**src/rtl/logic_unit_sequencer_if.sv**
```systemverilog
// Handshake/operand bundle between ALU control decode and the logic sequencer.
// The zero output exists only when LOGIC_SEQ_ZERO_FLAG_EN is defined.
interface logic_unit_sequencer_if #(
    parameter int WIDTH = 32
);
    logic             start;
    logic [1:0]       op;
    logic [WIDTH-1:0] A;
    logic [WIDTH-1:0] B;
    logic             ready;
    logic             busy;
    logic             done;
    logic [WIDTH-1:0] R;
`ifdef LOGIC_SEQ_ZERO_FLAG_EN
    logic             zero;

    modport master (output start, op, A, B, input ready, busy, done, R, zero);
    modport slave  (input start, op, A, B, output ready, busy, done, R, zero);
`else
    modport master (output start, op, A, B, input ready, busy, done, R);
    modport slave  (input start, op, A, B, output ready, busy, done, R);
`endif
endinterface

```
**src/rtl/logic_unit_sequencer.sv**
```systemverilog
// Slice-serial bitwise logic unit: one shared SLICE-bit AND/OR/XOR/NOR cell swept over WIDTH bits.
// Optional zero flag enabled by defining LOGIC_SEQ_ZERO_FLAG_EN.
module logic_unit_sequencer #(
    parameter int WIDTH = 32,
    parameter int SLICE = 4
) (
    input  logic                    clk,
    input  logic                    rst_n,
    logic_unit_sequencer_if.slave   bus
);
    localparam int N     = WIDTH / SLICE;
    localparam int CNT_W = (N > 1) ? $clog2(N) : 1;

    typedef enum logic [1:0] {IDLE, RUN, DONE} state_t;

    state_t           state_q;
    logic [CNT_W-1:0] cnt_q;
    logic [WIDTH-1:0] a_q;
    logic [WIDTH-1:0] b_q;
    logic [1:0]       op_q;
    logic [WIDTH-1:0] r_q;
    logic             ready_q;
    logic             busy_q;
    logic             done_q;
`ifdef LOGIC_SEQ_ZERO_FLAG_EN
    logic [SLICE-1:0] acc_q;
    logic             zero_q;
`endif

    logic [SLICE-1:0] a_slices [N];
    logic [SLICE-1:0] b_slices [N];
    logic [SLICE-1:0] a_sl;
    logic [SLICE-1:0] b_sl;
    logic [SLICE-1:0] cell_d;
    logic             last_slice;

    genvar gi;
    generate
        for (gi = 0; gi < N; gi++) begin : g_slice
            assign a_slices[gi] = a_q[gi*SLICE +: SLICE];
            assign b_slices[gi] = b_q[gi*SLICE +: SLICE];
        end
    endgenerate

    assign a_sl       = a_slices[cnt_q];
    assign b_sl       = b_slices[cnt_q];
    assign last_slice = (cnt_q == CNT_W'(N - 1));

    // The single shared logic cell; slices are independent, so no carry path.
    always_comb begin
        cell_d = '0;
        case (op_q)
            2'b00:   cell_d = a_sl & b_sl;
            2'b01:   cell_d = a_sl | b_sl;
            2'b10:   cell_d = a_sl ^ b_sl;
            default: cell_d = ~(a_sl | b_sl);
        endcase
    end

    always_ff @(posedge clk or negedge rst_n) begin
        if (!rst_n) begin
            state_q <= IDLE;
            cnt_q   <= '0;
            a_q     <= '0;
            b_q     <= '0;
            op_q    <= '0;
            r_q     <= '0;
            ready_q <= 1'b1;
            busy_q  <= 1'b0;
            done_q  <= 1'b0;
`ifdef LOGIC_SEQ_ZERO_FLAG_EN
            acc_q   <= '0;
            zero_q  <= 1'b0;
`endif
        end else begin
            case (state_q)
                IDLE: begin
                    if (bus.start) begin
                        a_q     <= bus.A;
                        b_q     <= bus.B;
                        op_q    <= bus.op;
                        cnt_q   <= '0;
                        state_q <= RUN;
                        ready_q <= 1'b0;
                        busy_q  <= 1'b1;
`ifdef LOGIC_SEQ_ZERO_FLAG_EN
                        acc_q   <= '0;
`endif
                    end
                end
                RUN: begin
                    r_q[SLICE*cnt_q +: SLICE] <= cell_d;
`ifdef LOGIC_SEQ_ZERO_FLAG_EN
                    acc_q <= acc_q | cell_d;
`endif
                    if (last_slice) begin
                        cnt_q   <= '0;
                        state_q <= DONE;
                        busy_q  <= 1'b0;
                        done_q  <= 1'b1;
`ifdef LOGIC_SEQ_ZERO_FLAG_EN
                        // Fold in the final slice here since acc_q has not absorbed it yet.
                        zero_q  <= ~|(acc_q | cell_d);
`endif
                    end else begin
                        cnt_q <= cnt_q + 1'b1;
                    end
                end
                DONE: begin
                    done_q  <= 1'b0;
                    ready_q <= 1'b1;
                    state_q <= IDLE;
                end
                default: begin
                    state_q <= IDLE;
                    ready_q <= 1'b1;
                    busy_q  <= 1'b0;
                    done_q  <= 1'b0;
                end
            endcase
        end
    end

    assign bus.ready = ready_q;
    assign bus.busy  = busy_q;
    assign bus.done  = done_q;
    assign bus.R     = r_q;
`ifdef LOGIC_SEQ_ZERO_FLAG_EN
    assign bus.zero  = zero_q;
`endif

endmodule

```
**src/flat_wrapper.sv**
```systemverilog
// flat-port wrapper written by rule: the top's interface ports become plain ports
module logic_unit_sequencer_flat 
#(
    parameter int WIDTH = 32,
    parameter int SLICE = 4
)
  (clk, rst_n, bus_start, bus_op, bus_A, bus_B, bus_ready, bus_busy, bus_done, bus_R);
  logic_unit_sequencer_if #(.WIDTH(WIDTH)) bus_i ();
  input  logic clk;
  input  logic rst_n;
  input wire logic [$bits(bus_i.start)-1:0] bus_start;
  input wire logic [$bits(bus_i.op)-1:0] bus_op;
  input wire logic [$bits(bus_i.A)-1:0] bus_A;
  input wire logic [$bits(bus_i.B)-1:0] bus_B;
  output wire logic [$bits(bus_i.ready)-1:0] bus_ready;
  output wire logic [$bits(bus_i.busy)-1:0] bus_busy;
  output wire logic [$bits(bus_i.done)-1:0] bus_done;
  output wire logic [$bits(bus_i.R)-1:0] bus_R;
  assign bus_i.start = bus_start;
  assign bus_i.op = bus_op;
  assign bus_i.A = bus_A;
  assign bus_i.B = bus_B;
  assign bus_ready = bus_i.ready;
  assign bus_busy = bus_i.busy;
  assign bus_done = bus_i.done;
  assign bus_R = bus_i.R;
  logic_unit_sequencer #(.WIDTH(WIDTH), .SLICE(SLICE)) u_core (.clk(clk), .rst_n(rst_n), .bus(bus_i));
endmodule
```
**config.mk**
```make
export PLATFORM = sky130hd
export DESIGN_NAME = logic_unit_sequencer_flat
export DESIGN_NICKNAME = d
export VERILOG_FILES = /design/src/rtl/logic_unit_sequencer_if.sv /design/src/rtl/logic_unit_sequencer.sv /design/src/flat_wrapper.sv
export SDC_FILE = /design/constraint.sdc
export NUM_CORES = 1
export LEC_CHECK = 0
export ABC_CLOCK_PERIOD_IN_PS = 3000
export CORE_AREA = 2 2 131 133
export CTS_BUF_LIST = sky130_fd_sc_hd__clkbuf_4 sky130_fd_sc_hd__clkbuf_8
export DETAILED_ROUTE_END_ITERATION = 10
export DIE_AREA = 0 0 133 135
export PLACE_DENSITY_LB_ADDON = 0.08
export SYNTH_ARGS = -nofsm -noshare
export SYNTH_HDL_FRONTEND = slang
export SYNTH_SLANG_ARGS = --single-unit
```
**constraint.sdc**
```tcl
create_clock -name clk -period 3 [get_ports clk]
set_clock_uncertainty 0.1 [all_clocks]
set_input_delay 0.3 -clock clk [delete_from_list [all_inputs] [get_ports clk]]
set_output_delay 0.3 -clock clk [all_outputs]
set_load 0.02 [all_outputs]
```
After elaboration in Yosys (flattened, before gate mapping)
Cells that the tools add are included.
{"block": "word_totals", "reg_bits": 106, "output_inout_bits": 35, "elab_cells": 59}
{"block": "op_classes", "n_addsub": 2, "order_cmp": 1, "eq_ne": 7, "n_shift": 2, "mux": 21, "n_bitwise": 8, "reduce_logical": 9}
{"cell": "5-bit negation with 34-bit output", "n": 1}
{"cell": "4-bit by 34-bit variable shift with 32-bit output (first input constant)", "n": 1}
{"cell": "4-bit by 34-bit indexed part select with 32-bit output", "n": 1}
{"cell": "32-bit bitwise mux", "n": 1}
{"cell": "4-bit binary-select mux with 3-bit select", "n": 2}
{"cell": "4-bit two-way mux", "n": 4}
{"cell": "4-bit one-hot mux with 3 select lines", "n": 1}
{"cell": "2-bit AND reduction", "n": 5}
{"cell": "3-bit two-way mux", "n": 2}
{"cell": "3-bit one-hot mux with 2 select lines", "n": 1}
{"cell": "4-bit AND", "n": 1}
{"cell": "2-bit by 1-bit == test with 1-bit output (second input constant)", "n": 2}
{"cell": "2-bit == test (second input constant)", "n": 2}
{"cell": "4-bit greater-or-equal comparator (second input constant)", "n": 1}
{"cell": "2-bit logical NOT", "n": 2}
{"cell": "1-bit two-way mux", "n": 4}
{"cell": "2-bit two-way mux", "n": 2}
{"cell": "3-bit NOT with 4-bit output", "n": 1}
{"cell": "4-bit NOT", "n": 1}
{"cell": "4-bit OR", "n": 1}
{"cell": "1-bit one-hot mux with 2 select lines", "n": 2}
{"cell": "2-bit one-hot mux with 2 select lines", "n": 1}
{"cell": "4-bit bitwise XOR", "n": 1}
{"cell": "3-bit by 1-bit adder with 3-bit output (second input constant)", "n": 1}
{"cell": "other kinds (7)", "n": 9}

Depth between registers and ports, before layout
{"block": "logic_depth", "ltp_word": 9, "ltp_mapped": 9, "ltp_nobuf": 7}

Least setup slack after synthesis
OpenSTA, ideal clock, no wires.
{"block": "synth_path", "path_kind": "reg2reg", "startpoint": "register u_core.cnt_q[1]", "endpoint": "register u_core.r_q[24] (netlist: u_core.bus.R[24])", "arrival_ns": 2.728, "path_slack_ns": 0.048, "path_stages_with_launch": 9, "path_buffers": 2, "period_less_slack_ns": 2.952, "cell_sequence": "dfrtp_1 -> clkbuf_1 -> buf_2 -> inv_1 -> ha_1 -> ha_1 -> or4b_4 -> nor4b_4 -> mux2_2"}
{"block": "synth_between", "elab_chain_cells": 9}
{"item": "from (decl)", "line": "logic_unit_sequencer.sv:17", "source": "logic [CNT_W-1:0] cnt_q;"}
{"item": "from (signal assigned)", "line": "logic_unit_sequencer.sv:106", "source": "cnt_q <= cnt_q + 1'b1;"}
{"item": "3-bit NOT with 4-bit output (not written as such)", "line": "logic_unit_sequencer.sv:45, logic_unit_sequencer.sv:46"}
{"item": "4-bit binary-select mux with 3-bit select, on equally long branches", "line": "logic_unit_sequencer.sv:45, logic_unit_sequencer.sv:46"}
{"item": "4-bit two-way mux, on equally long branches (2 in series)", "line": "logic_unit_sequencer.sv:45, logic_unit_sequencer.sv:46"}
{"item": "4-bit OR", "line": "logic_unit_sequencer.sv:54, logic_unit_sequencer.sv:56"}
{"item": "4-bit NOT", "line": "logic_unit_sequencer.sv:56", "source": "default: cell_d = ~(a_sl | b_sl);"}
{"item": "4-bit one-hot mux with 3 select lines", "line": "logic_unit_sequencer.sv:52", "source": "case (op_q)"}
{"item": "4-bit by 34-bit indexed part select with 32-bit output", "line": "logic_unit_sequencer.sv:92", "source": "r_q[SLICE*cnt_q +: SLICE] <= cell_d;"}
{"item": "32-bit bitwise mux *", "line": "logic_unit_sequencer.sv:92"}
{"item": "to (signal, indexed assignment)", "line": "logic_unit_sequencer.sv:92"}
{"item": "to (decl)", "line": "logic_unit_sequencer.sv:21", "source": "logic [WIDTH-1:0] r_q;"}
Every way passes the cells marked *; elsewhere a longest branch is shown, timed or not. The select of a mux whose other input is x is not followed.
A chain may end at the register's enable or synchronous reset.

Final worst setup path
{"block": "layout_path", "startpoint": "register u_core.cnt_q[0]", "endpoint": "register u_core.r_q[30] (netlist: u_core.bus.R[30])"}
Same word-level chain as after synthesis.

==> impl.org <==
** Power
- For this design the ratio of total power to cell area is 1110 nW/um2.
- Power comes to 0.00715 W.
- The worst-case IR drop observed on VDD is 0.000358 V.
- The analysis attributes to cell leakage a power of 2.71 nW.

** Worst setup path
- Worst R2R Start :: u_core.cnt_q[0]
- The worst setup path is captured at a flop.
- FF-to-FF End :: u_core.bus.R[30]
- The setup path with the least slack is of type reg -> reg.
- Counting both buffers and inverters, the worst setup path holds a total of 1.
- STA classifies the critical path startpoint as a flop.
- The worst register-to-register path has a setup slack of 0.32 ns.
- Cell-by-cell trace of the critical path :: buf_12 > mux4_2 > nand2_1 > and2_1 > ha_1 > mux2i_1 > o22ai_1 > mux2_1
- At the worst endpoint, the required time is 3.17 ns.
- Critical path peak fanout :: 18
- Biggest cell delay along the critical path :: 0.53 ns
- On the critical path, the stage with the largest delay is an instance of sky130_fd_sc_hd__mux4_2.
- Counting buffers and inverters, the worst setup path is 8 cells deep.
- CP delay by family, top :: multiplexers
- Path depth of the worst reg2reg path :: 8
- Data on the critical path arrives at its endpoint at 2.85 ns.

** Logic synthesis
- Number of flip-flops and latches in the synthesized netlist :: 106
- Netlist area before placement :: 4890 um2
- After technology mapping, the gate count stands at 334.
- Simple-gate share of the synthesized area :: 6.55%
- By area, the combinational part of the netlist is dominated by multiplexers.
- Of the post-synthesis cell area, the part taken by muxes is 31.8%.
- For this run, the number of Yosys warnings is 0.
- The synthesized netlist devotes 1.56% of its cell area to compound gates.
- After synthesis, the largest area contributor takes up 53.7% of total cell area.
- Number of unique standard cell types used by synthesis :: 40
- The number of nets handed over by synthesis was 415.
- Leading area contributor after synthesis :: sky130_fd_sc_hd__dfrtp_1
- The share of the Yosys chip area taken by registers is 54.3%.
- Top post-synthesis cells by area :: sky130_fd_sc_hd__dfrtp_1, sky130_fd_sc_hd__mux2_2, sky130_fd_sc_hd__mux4_2, sky130_fd_sc_hd__ha_1, sky130_fd_sc_hd__nand2_1
- A synthesized cell averages 14.6 um2.
- Xor-xnor portion of the synthesized cell area :: 0.716%
- The synthesized netlist devotes 3.07% of its cell area to adder and majority cells.

** Floorplanning
- DIE WIDTH :: 133 um
- Placeable core region :: 16400 um2
- Die Outline Area :: 18000 um2
- In this run the core area contains 47 standard-cell rows.
- Starting Density :: 29.8%
- Measured along the y axis, the die boundary spans 135 um.
- 104 I/O pins were placed.

** Clock tree
- Clock network latency to the later pin of the worst-skew pair :: 0.38 ns
- Buffer levels on the longest clock path :: 2
- Hold bufs inserted after CTS :: 1
- The H-tree generated during clock tree synthesis spans 3 levels.
- TritonCTS Buffers :: 9
- The cell sitting at the root of the clock tree is a sky130_fd_sc_hd__clkbuf_8.
- After clock tree synthesis, the setup repair step added 0 buffers.
- CTS tree :: yes
- Number of instances resized during post-cts repair :: 0
- Total clock sinks :: 106
- Clock transition at path regs :: 0.10 ns

** STA
- Setup violations remaining at the end of the flow were counted as 0.
- PnR worst setup slack :: 0.318 ns
- Summed over all failing endpoints, the final setup total negative slack is 0 ns.
- The number of endpoints with negative hold slack in the final report came to 0.
- F_max :: 373 MHz
- Slew at the pin closest to its max-slew limit :: 0.650 ns
- RSZ-0062 raised after global routing :: no
- The final number of max-transition violations came to 0.
- The worst pin sits at a relative slew slack of 56.7%.
- Time the worst path needs with I/O delays and setup :: 2.68 ns
- Final period util :: 89.4%

** Route
- Detailed-route vias per instance :: 4.57
- Vias after detailed routing :: 3040
- Number of detailed-routing iterations run before antenna repair :: 4
- For this run, design rule violations remaining after detail routing come to 0.
- In the final routed layout, each cell accounts on average for 17.2 um.
- After detailed routing, the total wire length is 11.5 mm.
- Once detail routing completed, the nets flagged for antenna violations numbered 0.
- In this run, the number of DRC markers left after iteration 0 of detailed routing was 107.

** Job
- The tool flagged a number of max-cap violations equal to 0.

** Finish
- The finished layout holds 665 standard cells, fillers aside.
- Share of post-route cells with drive strength above 1 :: 32.1%
- Number of nets in the final layout :: 521
- Synthesis-to-finish area growth :: 31.2%
- The number of antenna diodes in the final layout is 0.

** GRT
- The first global-routing pass estimated 18.5 mm of wire.
- The number of global-route vias before repair came to 3318.
- Largest net degree at the start of global routing :: 60
- Global routing usage summed across all routing layers :: 13.7%
- Summed over all layers, the global routing overflow is 0.
- The number of antenna violations at the first check in global routing was 0.

** Worst hold path
- Type of the tightest min-delay check :: in -> async

** Placed design
- Count of placed standard cells including taps :: 648
- Prior to clock tree synthesis, the placed netlist has a worst setup slack of 0.303 ns.
- Placed wire-length estimate after detailed placement :: 8.63 mm
- At the end of routability-driven placement, the weighted congestion stood at 0.746.
- Port buffering added 103 buffers.

** Outcome
- Run status :: finished, final reports clean
## cell type report
| type | count | area (um2) |
|---|---|---|
| Clock buffer | 14 | 180 |
| Clock inverter | 2 | 10.0 |
| Fill cell | 1553 | 9990 |
| Inverter | 5 | 18.8 |
| Multi-Input combinational cell | 206 | 2140 |
| Sequential cell | 106 | 2660 |
| Tap cell | 220 | 275 |
| Timing Repair Buffer | 112 | 1140 |
## worst max path at each step
stage | start | to | slack [ns]
2_1_floorplan | u_core.cnt_q[1] | u_core.bus.R[24] | 0.05
3_3_place_gp | u_core.cnt_q[0] | u_core.bus.R[30] | 0.33
3_5_place_dp | u_core.cnt_q[0] | u_core.bus.R[28] | 0.30
4_1_cts | u_core.cnt_q[0] | u_core.bus.R[28] | 0.29
5_1_grt | u_core.cnt_q[0] | u_core.bus.R[30] | 0.22
6_report | u_core.cnt_q[0] | u_core.bus.R[30] | 0.32
## cell families after synthesis
| logic type | count (synthesis) |
|---|---|
| multiplexers | 123 |
| flip-flops | 106 |
| AND/OR/NAND/NOR | 56 |
| buffers and inverters | 22 |
| adder cells (fa/ha/maj) | 12 |
| AO/OA/AOI/OAI | 11 |
| XOR/XNOR | 4 |
## where the power goes
| part | switching [W] | internal [W] | leakage (nW) |
|---|---|---|---|
| Sequential | 0.000445 | 0.00212 | 1.30 |
| Combinational | 0.00173 | 0.00200 | 1.31 |
| Clock | 0.000468 | 0.000387 | 0.103 |
| Total | 0.00264 | 0.00450 | 2.71 |
## flip-flops by register name (all words and copies together) (netlist names)
signal	flops
u_core.a_q	32
u_core.b_q	32
u_core.bus.R	32
u_core.bus.busy	1
u_core.bus.done	1
u_core.bus.ready	1
u_core.cnt_q	3
u_core.op_q	2
u_core.state_q	2
## cells in the mapped netlist
library cell / number
sky130_fd_sc_hd__a21o_1: 1
sky130_fd_sc_hd__a21oi_1: 1
sky130_fd_sc_hd__a22o_1: 1
sky130_fd_sc_hd__a32o_1: 1
sky130_fd_sc_hd__and2_1: 8
sky130_fd_sc_hd__buf_2: 10
sky130_fd_sc_hd__buf_4: 1
sky130_fd_sc_hd__clkbuf_1: 5
sky130_fd_sc_hd__clkbuf_2: 1
sky130_fd_sc_hd__clkinv_1: 1
sky130_fd_sc_hd__dfrtp_1: 105
sky130_fd_sc_hd__dfstp_2: 1
sky130_fd_sc_hd__ha_1: 12
sky130_fd_sc_hd__inv_1: 4
sky130_fd_sc_hd__mux2_1: 4
sky130_fd_sc_hd__mux2_2: 94
sky130_fd_sc_hd__mux2i_1: 9
sky130_fd_sc_hd__mux4_2: 16
sky130_fd_sc_hd__nand2_1: 26
sky130_fd_sc_hd__nand3_1: 1
sky130_fd_sc_hd__nand3b_1: 1
sky130_fd_sc_hd__nand4b_1: 1
sky130_fd_sc_hd__nand4bb_1: 1
sky130_fd_sc_hd__nor2_1: 7
sky130_fd_sc_hd__nor2b_1: 1
sky130_fd_sc_hd__nor3b_1: 1
sky130_fd_sc_hd__nor4_1: 1
sky130_fd_sc_hd__nor4b_2: 1
sky130_fd_sc_hd__nor4b_4: 1
sky130_fd_sc_hd__o21ai_0: 1
sky130_fd_sc_hd__o21bai_1: 1
sky130_fd_sc_hd__o22ai_1: 4
sky130_fd_sc_hd__o31ai_1: 1
sky130_fd_sc_hd__or2b_1: 1
sky130_fd_sc_hd__or3_1: 1
sky130_fd_sc_hd__or3_4: 1
sky130_fd_sc_hd__or3b_2: 1
sky130_fd_sc_hd__or4_1: 1
sky130_fd_sc_hd__or4b_4: 1
sky130_fd_sc_hd__xor2_1: 4
## layout by cell type (no fill, tap or decap), drive strengths merged, types with 7 or more instances in the layout
master	netlist	layout
dfrtp	105	105
and2	8	8
mux4	16	16
nor2	7	7
clkbuf	6	14
buf	11	9
nand2	26	26
ha	12	12
clkdlybuf4s50	0	102
mux2	98	98
mux2i	9	9
## routing by layer
layer	GRT usage, %	vias to the layer above	part of all wire (%)
met5	0	-	0
met4	5.56	0	1.6
met3	2.89	11	4.1
met2	22.1	71	50
met1	18.0	1536	45
li1	-	1422	-
## metrics by stage
step                cell area (um2)  hold slack [ns]  util, %
floorplan                      4890          -0.0956        -
global placement               6220            0.273     37.9
detailed placement             6220            0.268     37.9
CTS                            6420            0.391     39.1
global route                   6420            0.402     39.1
finish                         6420            0.373     39.1
No activity file was read; power rests on OpenSTA's default activity.
